<file path="src/rtl/regfile_access_ctrl_if.sv">
// rtl/regfile_access_ctrl_if.sv - request/response channel bundle for the register file access sequencer
interface regfile_access_ctrl_if #(
    parameter int DATA_W = 32,
    parameter int ADDR_W = 5
);
    logic              req_valid;
    logic              req_ready;
    logic              req_write;
    logic [ADDR_W-1:0] req_addr_a;
    logic [ADDR_W-1:0] req_addr_b;
    logic [DATA_W-1:0] req_wdata;
    logic              rsp_valid;
    logic              rsp_ready;
    logic [DATA_W-1:0] rsp_data_a;
    logic [DATA_W-1:0] rsp_data_b;
    logic              rsp_err;

    modport master (
        output req_valid, req_write, req_addr_a, req_addr_b, req_wdata, rsp_ready,
        input  req_ready, rsp_valid, rsp_data_a, rsp_data_b, rsp_err
    );

    modport slave (
        input  req_valid, req_write, req_addr_a, req_addr_b, req_wdata, rsp_ready,
        output req_ready, rsp_valid, rsp_data_a, rsp_data_b, rsp_err
    );
endinterface

</file>
<file path="src/rtl/regfile_access_ctrl.sv">
// rtl/regfile_access_ctrl.sv - register file access sequencer; WRITE_VERIFY_EN adds write readback check
module regfile_access_ctrl #(
    parameter int DATA_W = 32,
    parameter int ADDR_W = 5,
    parameter int CNT_W  = 16
) (
    input  logic                 clk,
    input  logic                 reset,
    regfile_access_ctrl_if.slave bus,
    output logic                 rf_we,
    output logic [ADDR_W-1:0]    rf_wa,
    output logic [DATA_W-1:0]    rf_wd,
    output logic [ADDR_W-1:0]    rf_ra1,
    output logic [ADDR_W-1:0]    rf_ra2,
    input  logic [DATA_W-1:0]    rf_rd1,
    input  logic [DATA_W-1:0]    rf_rd2,
    output logic [CNT_W-1:0]     txn_count
);
    typedef enum logic [2:0] {
        S_IDLE, S_WR, S_RD_ISSUE, S_RD_CAPTURE, S_RSP
    } state_t;

    state_t            state, state_nxt;
    logic              accept, rsp_fire;
    logic              rsp_valid_q, rsp_valid_nxt;
    logic              rsp_err_q, rsp_err_nxt;
    logic [DATA_W-1:0] rsp_data_a_q, rsp_data_a_nxt;
    logic [DATA_W-1:0] rsp_data_b_q, rsp_data_b_nxt;
    logic              rf_we_nxt;
    logic [ADDR_W-1:0] rf_wa_nxt, rf_ra1_nxt, rf_ra2_nxt;
    logic [DATA_W-1:0] rf_wd_nxt;
    logic [CNT_W-1:0]  txn_count_nxt;
    logic              verify_q, verify_nxt;

    assign bus.req_ready  = (state == S_IDLE) && reset;
    assign bus.rsp_valid  = rsp_valid_q;
    assign bus.rsp_err    = rsp_err_q;
    assign bus.rsp_data_a = rsp_data_a_q;
    assign bus.rsp_data_b = rsp_data_b_q;
    assign accept         = bus.req_valid && bus.req_ready;
    assign rsp_fire       = rsp_valid_q && bus.rsp_ready;

    always_ff @(posedge clk) begin
        if (!reset) begin
            state        <= S_IDLE;
            rsp_valid_q  <= 1'b0;
            rsp_err_q    <= 1'b0;
            rsp_data_a_q <= '0;
            rsp_data_b_q <= '0;
            rf_we        <= 1'b0;
            rf_wa        <= '0;
            rf_wd        <= '0;
            rf_ra1       <= '0;
            rf_ra2       <= '0;
            txn_count    <= '0;
            verify_q     <= 1'b0;
        end else begin
            state        <= state_nxt;
            rsp_valid_q  <= rsp_valid_nxt;
            rsp_err_q    <= rsp_err_nxt;
            rsp_data_a_q <= rsp_data_a_nxt;
            rsp_data_b_q <= rsp_data_b_nxt;
            rf_we        <= rf_we_nxt;
            rf_wa        <= rf_wa_nxt;
            rf_wd        <= rf_wd_nxt;
            rf_ra1       <= rf_ra1_nxt;
            rf_ra2       <= rf_ra2_nxt;
            txn_count    <= txn_count_nxt;
            verify_q     <= verify_nxt;
        end
    end

    always_comb begin
        state_nxt = state;
        case (state)
            S_IDLE: begin
                if (accept) begin
                    if (!bus.req_write)            state_nxt = S_RD_ISSUE;
                    else if (bus.req_addr_a == '0) state_nxt = S_RSP;
                    else                           state_nxt = S_WR;
                end
            end
`ifdef WRITE_VERIFY_EN
            S_WR:         state_nxt = S_RD_ISSUE;
`else
            S_WR:         state_nxt = S_RSP;
`endif
            S_RD_ISSUE:   state_nxt = S_RD_CAPTURE;
            S_RD_CAPTURE: state_nxt = S_RSP;
            S_RSP:        if (rsp_fire) state_nxt = S_IDLE;
            default:      state_nxt = S_IDLE;
        endcase
    end

    // Registered outputs follow the state being entered, so valid/we line up with that state.
    always_comb begin
        rf_we_nxt      = (state_nxt == S_WR);
        rsp_valid_nxt  = (state_nxt == S_RSP);
        rf_wa_nxt      = rf_wa;
        rf_wd_nxt      = rf_wd;
        rf_ra1_nxt     = rf_ra1;
        rf_ra2_nxt     = rf_ra2;
        rsp_data_a_nxt = rsp_data_a_q;
        rsp_data_b_nxt = rsp_data_b_q;
        rsp_err_nxt    = rsp_err_q;
        verify_nxt     = verify_q;
        txn_count_nxt  = rsp_fire ? txn_count + CNT_W'(1) : txn_count;
        case (state)
            S_IDLE: begin
                if (accept) begin
                    rsp_data_a_nxt = '0;
                    rsp_data_b_nxt = '0;
                    verify_nxt     = 1'b0;
                    if (bus.req_write) begin
                        rsp_err_nxt = (bus.req_addr_a == '0);
                        if (bus.req_addr_a != '0) begin
                            rf_wa_nxt = bus.req_addr_a;
                            rf_wd_nxt = bus.req_wdata;
                        end
                    end else begin
                        rsp_err_nxt = 1'b0;
                        rf_ra1_nxt  = bus.req_addr_a;
                        rf_ra2_nxt  = bus.req_addr_b;
                    end
                end
            end
            S_WR: begin
`ifdef WRITE_VERIFY_EN
                rf_ra1_nxt = rf_wa;
                verify_nxt = 1'b1;
`endif
            end
            S_RD_CAPTURE: begin
                rsp_data_a_nxt = rf_rd1;
                if (verify_q) begin
                    rsp_data_b_nxt = '0;
                    rsp_err_nxt    = (rf_rd1 != rf_wd);
                end else begin
                    rsp_data_b_nxt = rf_rd2;
                    rsp_err_nxt    = 1'b0;
                end
            end
            default: ;
        endcase
    end
endmodule
</file>
<file path="src/flat_wrapper.sv">
// flat-port wrapper written by rule: the top's interface ports become plain ports
module regfile_access_ctrl_flat 
#(
    parameter int DATA_W = 32,
    parameter int ADDR_W = 5,
    parameter int CNT_W  = 16
)
  (clk, reset, rf_we, rf_wa, rf_wd, rf_ra1, rf_ra2, rf_rd1, rf_rd2, txn_count, bus_req_valid, bus_req_write, bus_req_addr_a, bus_req_addr_b, bus_req_wdata, bus_rsp_ready, bus_req_ready, bus_rsp_valid, bus_rsp_data_a, bus_rsp_data_b, bus_rsp_err);
  regfile_access_ctrl_if #(.DATA_W(DATA_W), .ADDR_W(ADDR_W)) bus_i ();
  input  logic clk;
  input  logic reset;
  output logic rf_we;
  output logic [ADDR_W-1:0] rf_wa;
  output logic [DATA_W-1:0] rf_wd;
  output logic [ADDR_W-1:0] rf_ra1;
  output logic [ADDR_W-1:0] rf_ra2;
  input  logic [DATA_W-1:0] rf_rd1;
  input  logic [DATA_W-1:0] rf_rd2;
  output logic [CNT_W-1:0] txn_count;
  input wire logic [$bits(bus_i.req_valid)-1:0] bus_req_valid;
  input wire logic [$bits(bus_i.req_write)-1:0] bus_req_write;
  input wire logic [$bits(bus_i.req_addr_a)-1:0] bus_req_addr_a;
  input wire logic [$bits(bus_i.req_addr_b)-1:0] bus_req_addr_b;
  input wire logic [$bits(bus_i.req_wdata)-1:0] bus_req_wdata;
  input wire logic [$bits(bus_i.rsp_ready)-1:0] bus_rsp_ready;
  output wire logic [$bits(bus_i.req_ready)-1:0] bus_req_ready;
  output wire logic [$bits(bus_i.rsp_valid)-1:0] bus_rsp_valid;
  output wire logic [$bits(bus_i.rsp_data_a)-1:0] bus_rsp_data_a;
  output wire logic [$bits(bus_i.rsp_data_b)-1:0] bus_rsp_data_b;
  output wire logic [$bits(bus_i.rsp_err)-1:0] bus_rsp_err;
  assign bus_i.req_valid = bus_req_valid;
  assign bus_i.req_write = bus_req_write;
  assign bus_i.req_addr_a = bus_req_addr_a;
  assign bus_i.req_addr_b = bus_req_addr_b;
  assign bus_i.req_wdata = bus_req_wdata;
  assign bus_i.rsp_ready = bus_rsp_ready;
  assign bus_req_ready = bus_i.req_ready;
  assign bus_rsp_valid = bus_i.rsp_valid;
  assign bus_rsp_data_a = bus_i.rsp_data_a;
  assign bus_rsp_data_b = bus_i.rsp_data_b;
  assign bus_rsp_err = bus_i.rsp_err;
  regfile_access_ctrl #(.DATA_W(DATA_W), .ADDR_W(ADDR_W), .CNT_W(CNT_W)) u_core (.clk(clk), .reset(reset), .bus(bus_i), .rf_we(rf_we), .rf_wa(rf_wa), .rf_wd(rf_wd), .rf_ra1(rf_ra1), .rf_ra2(rf_ra2), .rf_rd1(rf_rd1), .rf_rd2(rf_rd2), .txn_count(txn_count));
endmodule
</file>
<file path="config.mk">
export PLATFORM = sky130hd
export DESIGN_NAME = regfile_access_ctrl_flat
export DESIGN_NICKNAME = d
export VERILOG_FILES = /design/src/rtl/regfile_access_ctrl_if.sv /design/src/rtl/regfile_access_ctrl.sv /design/src/flat_wrapper.sv
export SDC_FILE = /design/constraint.sdc
export NUM_CORES = 1
export LEC_CHECK = 0
export CAP_MARGIN = 20
export CELL_PAD_IN_SITES_DETAIL_PLACEMENT = 1
export CELL_PAD_IN_SITES_GLOBAL_PLACEMENT = 2
export CORE_MARGIN = 5
export CORE_UTILIZATION = 25
export CTS_BUF_LIST = sky130_fd_sc_hd__clkbuf_2 sky130_fd_sc_hd__clkbuf_4 sky130_fd_sc_hd__clkbuf_8
export CTS_CLUSTER_DIAMETER = 60
export DETAILED_ROUTE_END_ITERATION = 16
export PLACE_DENSITY = 0.89
export SLEW_MARGIN = 20
export SYNTH_ARGS = -nofsm -noshare
export SYNTH_HDL_FRONTEND = slang
export SYNTH_SLANG_ARGS = --single-unit
</file>
<file path="constraint.sdc">
create_clock -name clk -period 2.2 [get_ports clk]
set_input_delay 0.44 -clock clk [delete_from_list [all_inputs] [get_ports clk]]
set_output_delay 0.44 -clock clk [all_outputs]
set_load 0.01 [all_outputs]
</file>
==> results of run 1 <==
==> cell type report <==
| type | instances | share of cell area |
|---|---|---|
| timing repair buffer | 253 | 0.318 |
| inverter | 7 | 0.00418 |
| sequential | 133 | 0.329 |
| multi-input combinational | 338 | 0.247 |
| clock buffer | 20 | 0.0325 |
| clock inverter | 12 | 0.0280 |
| tap | 265 | 0.0410 |
==> metrics by stage <==
stage	power, W	instance area (sq um)	hold WS, ps	std cells	utilization
6_report	0.00563	8090	370	1028	0.416
5_1_grt	0.00586	8090	341	1028	0.416
4_1_cts	0.00573	8090	324	1028	0.416
3_5_place_dp	0.00318	7600	453	996	0.390
3_3_place_gp	0.00317	7600	441	996	0.390
2_1_floorplan	0.00278	4940	473	518	-
==> power breakdown <==
group | switching (W) | internal, W
Clock | 0.000995 | 0.00152
Sequential | 0.0000393 | 0.00247
Combinational | 0.000260 | 0.000345
==> routing by layer <==
layer  vias up  track usage  routed length [microns]
li1       2271            -                        -
met1      2217        0.183                     7350
met2       142        0.241                     8420
met3        20       0.0476                     1260
met4         0       0.0517                      276
met5         -            0                        0
==> path summary, 6_finish.rpt <==
check                                                endpoint  slack, ps  cells after the start                       startpoint
worst min register to register  u_core.rf_wd[11]$_SDFFE_PN0P_        460                      2    u_core.rf_wd[11]$_SDFFE_PN0P_
worst min-delay path               u_core.state[0]$_SDFF_PN0_        370                      3                            reset
worst max-delay path                            bus_rsp_valid        260                      1  u_core.bus.rsp_valid$_SDFF_PN0_
worst max register to register  u_core.rf_wd[11]$_SDFFE_PN0P_        590                      5       u_core.state[0]$_SDFF_PN0_
==> state kept, by name (all words and copies together) (netlist names) <==
name,cells
u_core.bus.rsp_valid,1
u_core.rf_we,1
u_core.rf_ra2,5
u_core.bus.rsp_data_b,32
u_core.rf_wd,32
u_core.state,3
u_core.bus.rsp_err,1
u_core.rf_wa,5
u_core.rf_ra1,5
u_core.bus.rsp_data_a,32
u_core.txn_count,16
==> cells by family after synthesis <==
group / Yosys count
simple gates: 201
flops: 133
compound gates: 110
buf+inv: 47
mux: 15
xor+xnor: 11
fa+ha+maj: 1
==> timing repair <==
action / in CTS / in global routing
resized for setup: 1 / 0
setup endpoints to repair: 1 / 0
hold buffers: 0 / 0
==> cells in the final DEF (no fill, tap or decap), types with 9 or more instances in the layout <==
cell type          n
mux2i_1           15
a22oi_1           64
nand3_1           39
nand2_1           46
clkbuf_8          18
xnor2_1            9
o21ai_2           29
dfxtp_1          133
nor2_1            92
clkdlybuf4s50_1  239
==> impl_metrics.ini, run 1 <==
[final_layout]
fill_cells = 2218
multi_input_area_sq_mm = 0.00200
syn2layout_area_growth_pct = 63.8
nets = 862
seq_area_sq_mm = 0.00266
drive_gt1_frac = 0.105
diodes = 0

[yosys]
synthArstFlopShare = 0
synth_nets = 630
yosys.area.top_type = dfxtp_1
synth-xor-area-share = 0.0195
synthTopCellsByArea = dfxtp_1 54%, a22oi_1 9.7%, nor2_1 7.0%
synthMuxAreaShare = 0.0304
synth_top_family_by_area = simple AND/OR/NAND/NOR gates
synth-simple-area-share = 0.178
yosysTopAreaCellShare = 0.539
synth_compound_area_frac = 0.173
synth_edf_count = 0
synth_fa_ha_area_frac = 0.00253
synthDistinctLibCells = 35
synthCells = 518
yosysWarnings = 0
yosys.cell_count.top_type = dfxtp_1
avgSynthCellArea_sq_um = 9.53
syn_area_sq_mm = 0.00494
dominantRegCellSynth = dfxtp_1
synth-seq-area-share = 0.539
ys_ff_latch = 133
synthTopCellsByCount = 133 x dfxtp_1, 92 x nor2_1, 64 x a22oi_1

[placed_design]
post-place-ws_ps = 61.6
dp_hpwl_microns = 12300
place.gp.congestion = 0.736
io_buffers = 241

[grt]
grt_util_all_layers = 0.148
grt_pass1_vias = 4775
overflow = 0
grt_pass1_wl_microns = 26400
grt_max_degree = 66
grt_antenna_before_repair = 0

[power_and_ir_drop]
vdd_drop_max_uv = 357
leakage_nw = 2.89
powerDensity_mw_per_mm2 = 696

[timing]
finalClockSkew_ps = 8.10
worst_pin_slew_ps = 417
worst_slack_ps = 261
finalHoldViolCount = 0
grt_setup_unrepaired = false
finalSetupTns_ps = 0
setup_viol = 0
fmax_mhz = 516
drv_slew = 0
fin_crit_sh = 0.881
max-slew-margin-rel = 0.722
fin_crit_ps = 1940

[floorplan]
std_cell_rows = 51
die_area_sq_mm = 0.0227
fp.dieW_microns = 151
die_height_microns = 151
core_area_sq_mm = 0.0195
initial_utilization = 0.254
ios = 242

[clock_network]
cts_setup_buffers = 0
cts_tree = yes
clkLatencyLatePin_ps = 430
htreeDepth = 4
numCtsBuffers = 17
clock_sinks = 133
root_buffer = clkbuf_8
clkSlewWorstSetupHoldPaths_ps = 80
clk_path_buf_depth = 2

[min_path]
hold_class = input port to flip-flop

[worst_setup_path]
cp-start-kind = flip-flop
critPathBufInv = 1
critPathRequiredTime_ps = 1760
cpPeakStageDelay_ps = 610
end_kind = output pin
crit_family = buffers and inverters
cp.arrival_ps = 1500
critPathKind = flip-flop to output pin
crit_path_max_fanout = 7
cp_cell_sequence = clkdlybuf4s50_1
crit_slowest_cell = clkdlybuf4s50_1

[drt]
wl_per_cell_microns = 16.8
wirelength_microns = 17300
drc = 0
ant_nets = 0
firstDrtPassIters = 4
dr_total_vias = 4650
drt_first_iter_violations = 185
viasPerCell = 4.52

[job]
cap_violations = 0

[run_status]
status = completed
Power figures use the tool's default switching activity.
==> run 2: changes to the inputs <==
ABC_AREA = 1   (was default)
CORE_UTILIZATION = 23   (was 25)
PLACE_DENSITY = 0.88   (was 0.89)
==> impl_metrics.ini, run 2 <==
[run_status]
status = completed

[placed_design]
io_buffers = 241
post-place-ws_ps = 161
dp_hpwl_microns = 12800
place.gp.congestion = 0.735
place_inst = 1135

[grt]
grt_util_all_layers = 0.144
grt_antenna_before_repair = 0
grt_pass1_wl_microns = 27800
grt_pass1_vias = 5097
overflow = 0
grt_max_degree = 76

[yosys]
synthArstFlopShare = 0
synthTopCellsByArea = dfxtp_1 54%, nand2_1 12%, nor2_1 9.3%
synth_nets = 755
synth_edf_count = 0
yosys.cell_count.top_type = nand2_1
ys_ff_latch = 133
synthTopCellsByCount = 162 x nand2_1, 133 x dfxtp_1, 122 x nor2_1
yosysWarnings = 0
synthDistinctLibCells = 22
synth-seq-area-share = 0.543
yosysTopAreaCellShare = 0.543
synthCells = 643
avgSynthCellArea_sq_um = 7.62
dominantRegCellSynth = dfxtp_1
yosys.area.top_type = dfxtp_1
syn_area_sq_mm = 0.00490

[worst_setup_path]
critPathBufInv = 1
cpPeakStageDelay_ps = 600
cp.depth = 1
r2r_start = u_core.state[0]$_SDFF_PN0_
cp.arrival_ps = 1460
crit_slowest_cell = clkdlybuf4s50_1
critPathKind = flip-flop to output pin
cp-endpoint = txn_count[8]
r2r_setup_slack_ps = 640
crit_family = buffers and inverters
end_kind = output pin
cp_cell_sequence = clkdlybuf4s50_1
reg2reg_to = u_core.bus.rsp_data_a[23]$_SDFFE_PN0P_
cp-startpoint = u_core.txn_count[8]$_SDFFE_PN0P_
critPathRequiredTime_ps = 1760
crit_path_max_fanout = 5
reg2reg_depth = 9
cp-start-kind = flip-flop

[job]
cap_violations = 0

[final_layout]
nets = 991
fill_cells = 2530
multi_input_area_sq_mm = 0.00190
seq_area_sq_mm = 0.00266
drive_gt1_frac = 0.0594
utilization = 0.383
syn2layout_area_growth_pct = 64.2
final_common_cell = clkdlybuf4s50_1
final_cell_mix = 239 x clkdlybuf4s50_1, 162 x nand2_1, 133 x dfxtp_1
diodes = 0
fin_cells = 1167

[power_and_ir_drop]
p_seq_frac = 0.460
powerDensity_mw_per_mm2 = 676
power.clock.fraction = 0.428
leakage_nw = 2.98
power.internal_w = 0.00412
netSwitchingPower_w = 0.00132
p_sw_frac = 0.243
p_comb_frac = 0.112
vdd_drop_max_uv = 501
finalPower_w = 0.00544

[timing]
finalHoldViolCount = 0
fmax_mhz = 526
fin_crit_ps = 1900
worst_slack_ps = 301
finalSetupTns_ps = 0
setup_viol = 0
grt_setup_unrepaired = false
drv_slew = 0
worst_pin_slew_ps = 884
finalClockSkew_ps = 11.9
fin_crit_sh = 0.863
max-slew-margin-rel = 0.410

[floorplan]
std_cell_rows = 53
die_area_sq_mm = 0.0243
core_area_sq_mm = 0.0210
initial_utilization = 0.233
die_height_microns = 156
fp.dieW_microns = 156
ios = 242

[drt]
firstDrtPassIters = 5
wl_per_cell_microns = 15.2
viasPerCell = 4.24
dr_total_vias = 4949
drt_first_iter_violations = 131
wirelength_microns = 17800
ant_nets = 0
drc = 0

[clock_network]
cts_setup_buffers = 0
cts_tree = yes
clock_sinks = 133
clkSlewWorstSetupHoldPaths_ps = 70
clkLatencyLatePin_ps = 450
clk_path_buf_depth = 2
root_buffer = clkbuf_8
numCtsBuffers = 17
postCtsHoldBufs = 0
htreeDepth = 4

[min_path]
hold_class = flip-flop to flip-flop
[run 2: cell types whose count changed after synthesis, sizes merged, moves of 21 or more]
cell | previous run | this run
nand2 | 47 | 163
a21oi | 5 | 77
nor2 | 92 | 124
o21ai | 32 | 53
nand3 | 39 | 11
inv | 7 | 34
a22oi | 64 | 0
[run 2: worst reg2reg max path, delay by kind of cell (launching register included)]
kind | cells | cell delay (ps)
buffers and inverters | 3 | 560
AOI/OAI and AO/OA | 1 | 130
DFF | 1 | 380
and+or+nand+nor | 5 | 410
[run 2: area by class of cell]
class,count,area share
clock inverters,12,0.0221
clock buffers,20,0.0334
well taps,275,0.0428
multi-input cells,441,0.236
flip-flops and latches,133,0.331
inverters,34,0.0159
repair buffers,252,0.319
[run 2: what timing repair did]
action	in CTS	in global routing
endpoints found under the hold margin	0	0
endpoints found under the setup margin	1	0
gates resized for setup	1	0
[run 2: power groups by stage]
stage	combinational (W)	clock, W	sequential, W
after global routing	0.000661	0.00252	0.00251
after detailed placement	0.000618	0	0.00256
final	0.000607	0.00233	0.00250
after CTS	0.000620	0.00242	0.00250
after global placement	0.000617	0	0.00256
after floorplan	0.000195	0	0.00259
[run 2: cell families after synthesis]
kind of cell	after synthesis	synth area share
buf+inv	69	0.0687
simple gates	309	0.251
flops	133	0.543
compound gates	130	0.133
xor+xnor	1	0.00179
fa+ha+maj	1	0.00255
[run 2: metrics by stage]
stage / area, sq um / hold slack, ps
floorplan: 4900 / 483
global placement: 7600 / 447
detailed placement: 7600 / 454
CTS: 8050 / 466
global route: 8050 / 484
finish: 8050 / 462
[run 2: how the worst min path moves through the flow]
stage                                                       from                                endpoint  slack [ps]  depth (start not counted)
after CTS                 u_core.bus.rsp_data_b[31]$_SDFFE_PN0P_  u_core.bus.rsp_data_b[31]$_SDFFE_PN0P_         470                          2
after detailed placement  u_core.bus.rsp_data_b[31]$_SDFFE_PN0P_  u_core.bus.rsp_data_b[31]$_SDFFE_PN0P_         450                          2
final                      u_core.bus.rsp_data_a[2]$_SDFFE_PN0P_   u_core.bus.rsp_data_a[2]$_SDFFE_PN0P_         460                          2
after floorplan           u_core.bus.rsp_data_a[10]$_SDFFE_PN0P_  u_core.bus.rsp_data_a[10]$_SDFFE_PN0P_         480                          2
after global placement    u_core.bus.rsp_data_b[14]$_SDFFE_PN0P_  u_core.bus.rsp_data_b[14]$_SDFFE_PN0P_         450                          2
after global routing       u_core.bus.rsp_data_b[2]$_SDFFE_PN0P_   u_core.bus.rsp_data_b[2]$_SDFFE_PN0P_         480                          2
[run 2: per-layer routing]
layer	track usage	up-vias	routed length (microns)
met5	0	-	0
met4	0.0488	0	357
met3	0.0594	17	1450
met2	0.236	135	8520
li1	-	2515	-
met1	0.172	2282	7450
